$ cat src/rtl/bus_arbiter_pkg.sv
// Shared types and helpers for the four-way round-robin bus arbiter.
// State encodings, requester count and the rotating priority pick live here.
package bus_arbiter_pkg;

    localparam int NUM_REQ = 4;
    localparam int SEL_W   = 2;

    typedef enum logic {
        IDLE  = 1'b0,
        OWNED = 1'b1
    } state_t;

    // First set request bit scanning ptr, ptr+1, ... modulo NUM_REQ.
    function automatic logic [SEL_W-1:0] rr_pick(
        input logic [NUM_REQ-1:0] req,
        input logic [SEL_W-1:0]   ptr
    );
        logic [SEL_W-1:0] idx;
        logic [SEL_W-1:0] pick;
        logic             found;
        pick  = ptr;
        found = 1'b0;
        for (int k = 0; k < NUM_REQ; k++) begin
            idx = ptr + SEL_W'(k);
            if (!found && req[idx]) begin
                pick  = idx;
                found = 1'b1;
            end
        end
        return pick;
    endfunction

endpackage

$ cat src/rtl/fourOneMux.sv
// 4:1 data mux with an output enable; disabled output is all zeros.
// Built as masked lanes OR-reduced so each lane is an independent and-gate.
module fourOneMux
    import bus_arbiter_pkg::*;
#(
    parameter int W = 8
) (
    input  logic [SEL_W-1:0] sel,
    input  logic             en,
    input  logic [W-1:0]     d0,
    input  logic [W-1:0]     d1,
    input  logic [W-1:0]     d2,
    input  logic [W-1:0]     d3,
    output logic [W-1:0]     y
);

    logic [W-1:0] lanes  [NUM_REQ];
    logic [W-1:0] masked [NUM_REQ];

    assign lanes[0] = d0;
    assign lanes[1] = d1;
    assign lanes[2] = d2;
    assign lanes[3] = d3;

    generate
        for (genvar gi = 0; gi < NUM_REQ; gi++) begin : g_lane
            assign masked[gi] = (en && (sel == SEL_W'(gi))) ? lanes[gi] : '0;
        end
    endgenerate

    assign y = masked[0] | masked[1] | masked[2] | masked[3];

endmodule

$ cat src/rtl/bus_arbiter.sv
// Round-robin owner of the 8-bit internal data bus with a bounded hold time.
// One idle turnaround cycle always separates consecutive owners.
module bus_arbiter
    import bus_arbiter_pkg::*;
#(
    parameter int MAX_HOLD = 8,
    parameter int HOLD_W   = 8
) (
    input  logic               clk,
    input  logic               rstN,
    input  logic [NUM_REQ-1:0] req,
    input  logic [7:0]         dIn0,
    input  logic [7:0]         dIn1,
    input  logic [7:0]         dIn2,
    input  logic [7:0]         dIn3,
    output logic [NUM_REQ-1:0] grant,
    output logic [SEL_W-1:0]   sel,
    output logic               busValid,
    output logic [7:0]         busData,
    output logic               timeout
);

    generate
        if (MAX_HOLD < 1 || MAX_HOLD > 255 || (64'd1 << HOLD_W) <= 64'(MAX_HOLD)) begin : g_bad_param
            $error("bus_arbiter: MAX_HOLD out of range or HOLD_W too narrow");
        end
    endgenerate

    localparam logic [HOLD_W-1:0] HOLD_LAST = HOLD_W'(MAX_HOLD - 1);

    state_t            state_reg;
    logic [SEL_W-1:0]  ptr_reg;
    logic [HOLD_W-1:0] hold_reg;

    logic [SEL_W-1:0]  winner;
    logic              owner_req;
    logic              at_limit;

    assign winner    = rr_pick(req, ptr_reg);
    assign owner_req = req[sel];
    assign at_limit  = (hold_reg == HOLD_LAST);

    always_ff @(posedge clk or negedge rstN) begin
        if (!rstN) begin
            state_reg <= IDLE;
            ptr_reg   <= '0;
            hold_reg  <= '0;
            grant     <= '0;
            sel       <= '0;
            busValid  <= 1'b0;
            timeout   <= 1'b0;
        end else begin
            timeout <= 1'b0;
            case (state_reg)
                IDLE: begin
                    if (req != '0) begin
                        state_reg <= OWNED;
                        grant     <= NUM_REQ'(1) << winner;
                        sel       <= winner;
                        busValid  <= 1'b1;
                        hold_reg  <= '0;
                    end
                end
                OWNED: begin
                    if (!owner_req || at_limit) begin
                        state_reg <= IDLE;
                        grant     <= '0;
                        busValid  <= 1'b0;
                        ptr_reg   <= sel + SEL_W'(1);
                        // A drop coinciding with the limit is a normal release.
                        timeout   <= owner_req && at_limit;
                    end else begin
                        hold_reg <= hold_reg + HOLD_W'(1);
                    end
                end
                default: begin
                    state_reg <= IDLE;
                    grant     <= '0;
                    busValid  <= 1'b0;
                end
            endcase
        end
    end

    fourOneMux #(.W(8)) u_mux (
        .sel (sel),
        .en  (busValid),
        .d0  (dIn0),
        .d1  (dIn1),
        .d2  (dIn2),
        .d3  (dIn3),
        .y   (busData)
    );

    a_grant_onehot : assert property (@(posedge clk) disable iff (!rstN) $onehot0(grant));
    a_grant_valid  : assert property (@(posedge clk) disable iff (!rstN) ((grant != '0) == busValid));
    a_sel_matches  : assert property (@(posedge clk) disable iff (!rstN) (busValid -> grant[sel]));

endmodule

$ cat config.mk
export PLATFORM = sky130hd
export DESIGN_NAME = bus_arbiter
export DESIGN_NICKNAME = d
export VERILOG_FILES = /design/src/rtl/bus_arbiter_pkg.sv /design/src/rtl/fourOneMux.sv /design/src/rtl/bus_arbiter.sv
export SDC_FILE = /design/constraint.sdc
export NUM_CORES = 1
export LEC_CHECK = 0
export CORE_AREA = 2 2 83 45
export CTS_BUF_LIST = sky130_fd_sc_hd__clkbuf_2
export DETAILED_ROUTE_END_ITERATION = 7
export DIE_AREA = 0 0 85 47
export HOLD_SLACK_MARGIN = 0.15
export PLACE_DENSITY_LB_ADDON = 0.25
export SLEW_MARGIN = 25
export SYNTH_ARGS = -nofsm -noshare
export SYNTH_HDL_FRONTEND = slang
export SYNTH_SLANG_ARGS = --single-unit
$ cat constraint.sdc
create_clock -name clk -period 1.55 [get_ports clk]
set_input_delay 0.2325 -clock clk [delete_from_list [all_inputs] [get_ports clk]]
set_output_delay 0.2325 -clock clk [all_outputs]
set_load 0.02 [all_outputs]
==> results.toml <==
[critical_path]
reg2reg_from = "sel[0]"
cp.arrival_ps = 1640
cp_top_family = "flip-flops"
reg2reg_depth = 5
cp_max_fo = 8
critical_path.slowest_cell = "dfrtp_2"
crit_required_ps = 1320
critPathKind = "flip-flop to primary output"
cp-end-kind = "primary output"
path_cells = "buf_6, ha_4, a22oi_2, a21boi_1, buf_4"
reg2reg_to = "ptr_reg[1]"
max_stage_delay_ps = 480
worst_setup_path_start_kind = "flip-flop"
crit_buf_inv = 2
rrSetupSlack_ps = -310

[final_layout]
multi_input_area_um2 = 960
n_antenna_cell = 0
fillers = 216
syn_to_final_growth_pct = 87.3
largest_reg_flops = 8
drive_gt1_share_pct = 45.0
fin_util_pct = 70.6
register_area_um2 = 479
nNetsFinal = 253

[pwr]
vdd_drop_max_mv = 1.14
swShare_pct = 45.8
p_leak_uw = 0.000989
power_per_cell_area_nw_per_um2 = 1650
p_sw_uw = 1750
seqPwrFrac_pct = 21.7
intPower_uw = 2070
p_comb_share_pct = 72.4
p_clk_share_pct = 5.9

[grt]
grt_pass1_vias = 1398
grt_max_degree = 20
grt_pass1_wl_um = 7110
grt_usage_pct = 24.0
globalRouteOverflowTotal = 0
antenna_found_initial = 0

[clock_tree]
cts_hold_buf = 0
clock_latency_ps = 330
cts_tree = "built"
cts.sink_count = 19
cts.path.max_buffers = 2
cts-root-buf = "clkbuf_2"
clkSlewWorstSetupHoldPaths_ps = 190
numCtsBuffers = 3
cts_max_level = 1

[place]
place_congestion = 0.860
place_ws_ps = -477
dpl.hpwl_um = 3430
port_buffers = 53

[die]
start_util_pct = 37.7
die_w_um = 85
die_h_um = 47
core_area_um2 = 3280
dieArea_um2 = 4000
ios = 54
fp-row-count = 15

[sta]
fin_crit_ps = 1870
finalMaxSlewViolations = 0
worst_pin_slew_ps = 560
period_share_pct = 121
hold_viol = 0
fmax_mhz = 533
setup_viol = 25
finalClockSkew_ps = 0.749
rsz0062_at_grt = "yes"
fin_ws_ps = -325
maxSlewHeadroom_pct = 62.3

[detailed_routing]
drcViolationCount = 0
wl_per_cell_um = 19.2
num_vias = 1414
wl_um = 4810
drt_iter0_markers = 86
post_drt_via_cell_ratio = 5.63
first_pass_iters = 4
ant_nets = 0

[synthesis]
ys_types = 37
synth_nets = 168
synth_seq_cells = 19
ys_warn_count = 0
ys_seq_area_share_pct = 38.4
syn_area_um2 = 1240
syn_inst = 125
syn_area_per_cell_um2 = 9.91

[worst_hold_path]
hp-class = "primary input to async pin"

[job]
cap_violations = 0

[status]
violations = "setup timing"
status = "finished, violations left"
## logic make-up (layout without fill, tap and decap cells)
family / count (synthesis) / in the layout / share of synthesized area, %
simple gates: 28 / 28 / 13.2
fa+ha+maj: 5 / 5 / 5.05
flops: 19 / 19 / 38.4
buf+inv: 12 / 96 / 3.64
xor+xnor: 1 / 1 / 0.707
mux: 7 / 7 / 6.77
compound gates: 53 / 53 / 32.2
## power by group through the flow
stage	sequential [µW]	clock (µW)	combinational [µW]
floorplan	890	0	1120
global placement	795	0	2230
detailed placement	810	0	2290
CTS	804	234	2510
global route	845	249	2920
finish	828	227	2760
## cell type report
cell class | instances | area share [%]
Inverter | 7 | 1.13
Clock buffer | 3 | 0.647
Sequential cell | 19 | 20.7
Multi-Input combinational cell | 94 | 41.4
Timing Repair Buffer | 85 | 33.7
Clock inverter | 1 | 0.216
Tap cell | 42 | 2.27
## how the worst max path moves through the flow
stage | start | to | slack [ps] | cells past startpoint
6_report | sel[1] | busData[1] | -320 | 5
2_1_floorplan | hold_reg[5] | ptr_reg[1] | -130 | 4
3_5_place_dp | sel[0] | busData[1] | -480 | 5
5_1_grt | sel[1] | busData[1] | -380 | 5
4_1_cts | sel[0] | busData[1] | -330 | 5
3_3_place_gp | sel[1] | busData[0] | -410 | 5
## metal layers
layer / global-route usage [%] / wire, µm
met1: 32.0 / 2140
met2: 40.0 / 2270
met3: 4.75 / 265
met4: 9.21 / 131
met5: 0 / 0
## timing repair
action,in CTS,in global routing
pin swaps,13,12
setup buffers,6,2
gates cloned,0,0
gates resized for setup,84,24
setup endpoints to repair,32,28
## synth_stat cells
master	count	area, µm²
xor2_1	1	8.76
and3_1	2	12.5
a21o_1	3	22.5
clkbuf_1	5	18.8
nor3_4	1	16.3
nor4_1	1	6.26
a311oi_1	1	8.76
nand2_1	7	26.3
mux2_2	1	11.3
or4_1	1	7.51
o21ai_0	3	15.0
a32o_1	5	50.1
nand2_2	1	6.26
a31o_1	1	8.76
or3_1	2	12.5
nand2b_1	3	18.8
ha_1	5	62.6
o31ai_1	1	7.51
nor2_1	4	15.0
or2_2	1	6.26
o31a_1	1	8.76
or4_4	1	11.3
mux4_2	1	22.5
o22ai_1	1	6.26
a21boi_0	9	67.6
o41ai_1	1	8.76
inv_1	7	26.3
a21oi_1	6	30.0
mux2i_1	5	50.1
o21ai_2	1	8.76
nor3b_1	2	15.0
a22oi_1	16	120
o311ai_0	1	8.76
a21bo_2	1	10.0
o22a_1	2	17.5
nand3_1	2	10.0
dfrtp_1	19	475
## placed cells by master (no fill, tap or decap), types with 2 or more instances in the layout
master,instances
clkdlybuf4s50_1,37
buf_4,26
dfrtp_1,16
a22oi_2,14
buf_6,12
a21boi_2,7
nand2_1,7
mux2i_1,5
a32o_1,5
a21oi_1,5
dlygate4sd2_1,5
inv_1,4
ha_4,4
clkbuf_2,4
inv_2,3
a21o_1,3
nand2b_1,3
dfrtp_2,3
a22oi_1,2
or4_4,2
nor2_1,2
o21ai_1,2
and3_1,2
nand3_1,2
o22a_1,2
buf_2,2
## metrics by stage
| step | std cells | instance area (µm²) | hold slack [ps] | total power, µW | TNS, ps |
|---|---|---|---|---|---|
| after floorplan | 125 | 1280 | -63.1 | 2010 | -999 |
| final | 251 | 2320 | 197 | 3820 | -5670 |
| after global routing | 251 | 2320 | 194 | 4020 | -6940 |
| after CTS | 250 | 2240 | 197 | 3550 | -5400 |
| after global placement | 241 | 2030 | 511 | 3030 | -7470 |
| after detailed placement | 241 | 2030 | 520 | 3100 | -8450 |
Power figures use the tool's default switching activity.
==> edit: new RTL, same flow settings <==
`HOLD_W`: 8 -> 7.
--- a/src/rtl/bus_arbiter.sv
+++ b/src/rtl/bus_arbiter.sv
@@ -6,3 +6,3 @@
     parameter int MAX_HOLD = 8,
-    parameter int HOLD_W   = 8
+    parameter int HOLD_W   = 7
 ) (
Formal check against the unedited RTL: same outputs for any inputs over 10 cycles, from zero or initial values and one cycle with rstN low; that may be too few to reach the edited logic, so the function may still have changed.
==> edit against the unedited design <==
The run still ends with setup timing left. Global-route usage fell by 2.1 points. Via count shrank 5.5%. Fmax grew 4.3%. Sequential share of layout area decreased by 0.22 points. Die area is the same. Power about the same. Sequential cell count decreased by 1. Critical path depth stayed put. Routed wire length fell by 12%. Setup slack better by 0.078 ns. Design area fell by 4.2%. Area after synthesis fell by 5.7%. Critical path type is now flip-flop to flip-flop. Critical endpoint is now ptr_reg[1]. Largest power group unchanged. Highest routed layer unchanged.
==> edit: results (changes against the unedited design) <==
* Non-clock buffer share of cell area at 0.360 (was 0.337)
* P_leak at 0.923 nW (was 0.989 nW)
* GRT Overall Usage at 0.219 (was 0.240)
* DP HPWL at 3.19 mm (was 3.43 mm)
* Critical Path Fanout Max at 4 (was 8)
* Initial DRC Count at 66 (was 86)
* Count of multi-input gates at 89 (was 94)
* Post-route setup TNS at -4.64 ns (was -5.67 ns)
* WL final at 4.23 mm (was 4.81 mm)
* First-pass GRT wire length at 6.62 mm (was 7.11 mm)
* Largest net degree at the start of global routing at 19 (was 20)
* Setup WS post-layout at -0.247 ns (was -0.325 ns)
* Top delay family on crit path: multiplexers (was flip-flops)
* Delay of the slowest critical-path stage at 0.59 ns (was 0.48 ns)
* GPL Wtd Cong at 0.909 (was 0.860)
* CTS sink count at 18 (was 19)
* Sequential share of cell area at 0.204 (was 0.207)
* Syn nets at 161 (was 168)
* GR Util met3 at 0.0598 (was 0.0475)
* Largest register FFs at 7 (was 8)
* NumNets Final at 247 (was 253)
* Metal1 wirelength at 1.97 mm (was 2.14 mm)
* Slew headroom at 0.767 (was 0.623)
* DR vias at 1,336 (was 1,414)
* Flop2flop setup slack at -0.25 ns (was -0.31 ns)
* Main area contributors after synthesis: dfrtp_1 39%, a22oi_1 10%, a21boi_0 5.8%, ha_1 5.4%, o21ai_0 2.6% (was dfrtp_1 38%, a22oi_1 9.7%, a21boi_0 5.5%, ha_1 5.1%, a32o_1 4.0%)
* Outcome: finished with violations (unchanged)
* Peak VDD IR at 927 uV (was 1140 uV)
* Crit path from: sel[0] (was sel[1])
* Fillers at 239 (was 216)
* Crit Path Category: flip-flop to flip-flop (was flip-flop to output port)
* Seq/Total Area, Yosys at 0.385 (was 0.384)
* CTS resizes at 91 (was 84)
* Non-Clock Inverter Count at 5 (was 7)
* Non-clk bufs at 87 (was 85)
* Final setup viols at 24 (was 25)
* Vias in the first global route at 1,396 (was 1,398)
* Failing checks: setup timing (unchanged)
* Slowest cell on the critical path: mux4_2 (was dfrtp_2)
* Post-place setup slack at -0.512 ns (was -0.477 ns)
* GR Util met2 at 0.375 (was 0.400)
* Clk cell area share at 0.00845 (was 0.00863)
* Share of layout cells above drive strength 1 at 0.473 (was 0.450)
* Post-CTS Setup Bufs at 3 (was 6)
* Worst Path Arrival at 2.03 ns (was 1.64 ns)
* Clk_skew at 0.00821 ns (was 0.000749 ns)
* Top Metal Used: met4 (unchanged)
* M1 GR Usage at 0.288 (was 0.320)
* Metal3 WL at 275 um (was 265 um)
* Area of the multi-input gates at 876 um2 (was 960 um2)
* Met2 wire length at 1.95 mm (was 2.27 mm)
* Most frequent cells after synthesis: 18 x dfrtp_1, 16 x a22oi_1, 9 x a21boi_0 (was 19 x dfrtp_1, 16 x a22oi_1, 9 x a21boi_0)
==> edit: cell count changes after synthesis, sizes merged, moves of 3 or more <==
cell and change:
a21oi -3, a32o -5, mux2i -4, nand2b -3
nand3 +3, nor2b +3, o211ai +4, o21ai +4
==> edit: power breakdown <==
part | total, mW | switching [mW] | internal, mW
sequential | 0.804 | 0.180 | 0.624
clock | 0.213 | 0.157 | 0.0561
combinational | 2.80 | 1.36 | 1.44
==> edit: through the flow <==
step                      instances  total power, mW  cell area [um2]  hold slack, ns
after floorplan                 118             2.02             1200         -0.0631
after detailed placement        236             3.12             1970           0.477
after CTS                       243             3.68             2170           0.212
after global routing            245             4.06             2220           0.213
final                           245             3.82             2220           0.211
after global placement          236             3.04             1970           0.474
==> edit: cell families after synthesis <==
group	share of synthesized area
simple gates	0.105
buf+inv	0.0428
compound gates	0.369
fa+ha+maj	0.0535
mux	0.0439
flops	0.385
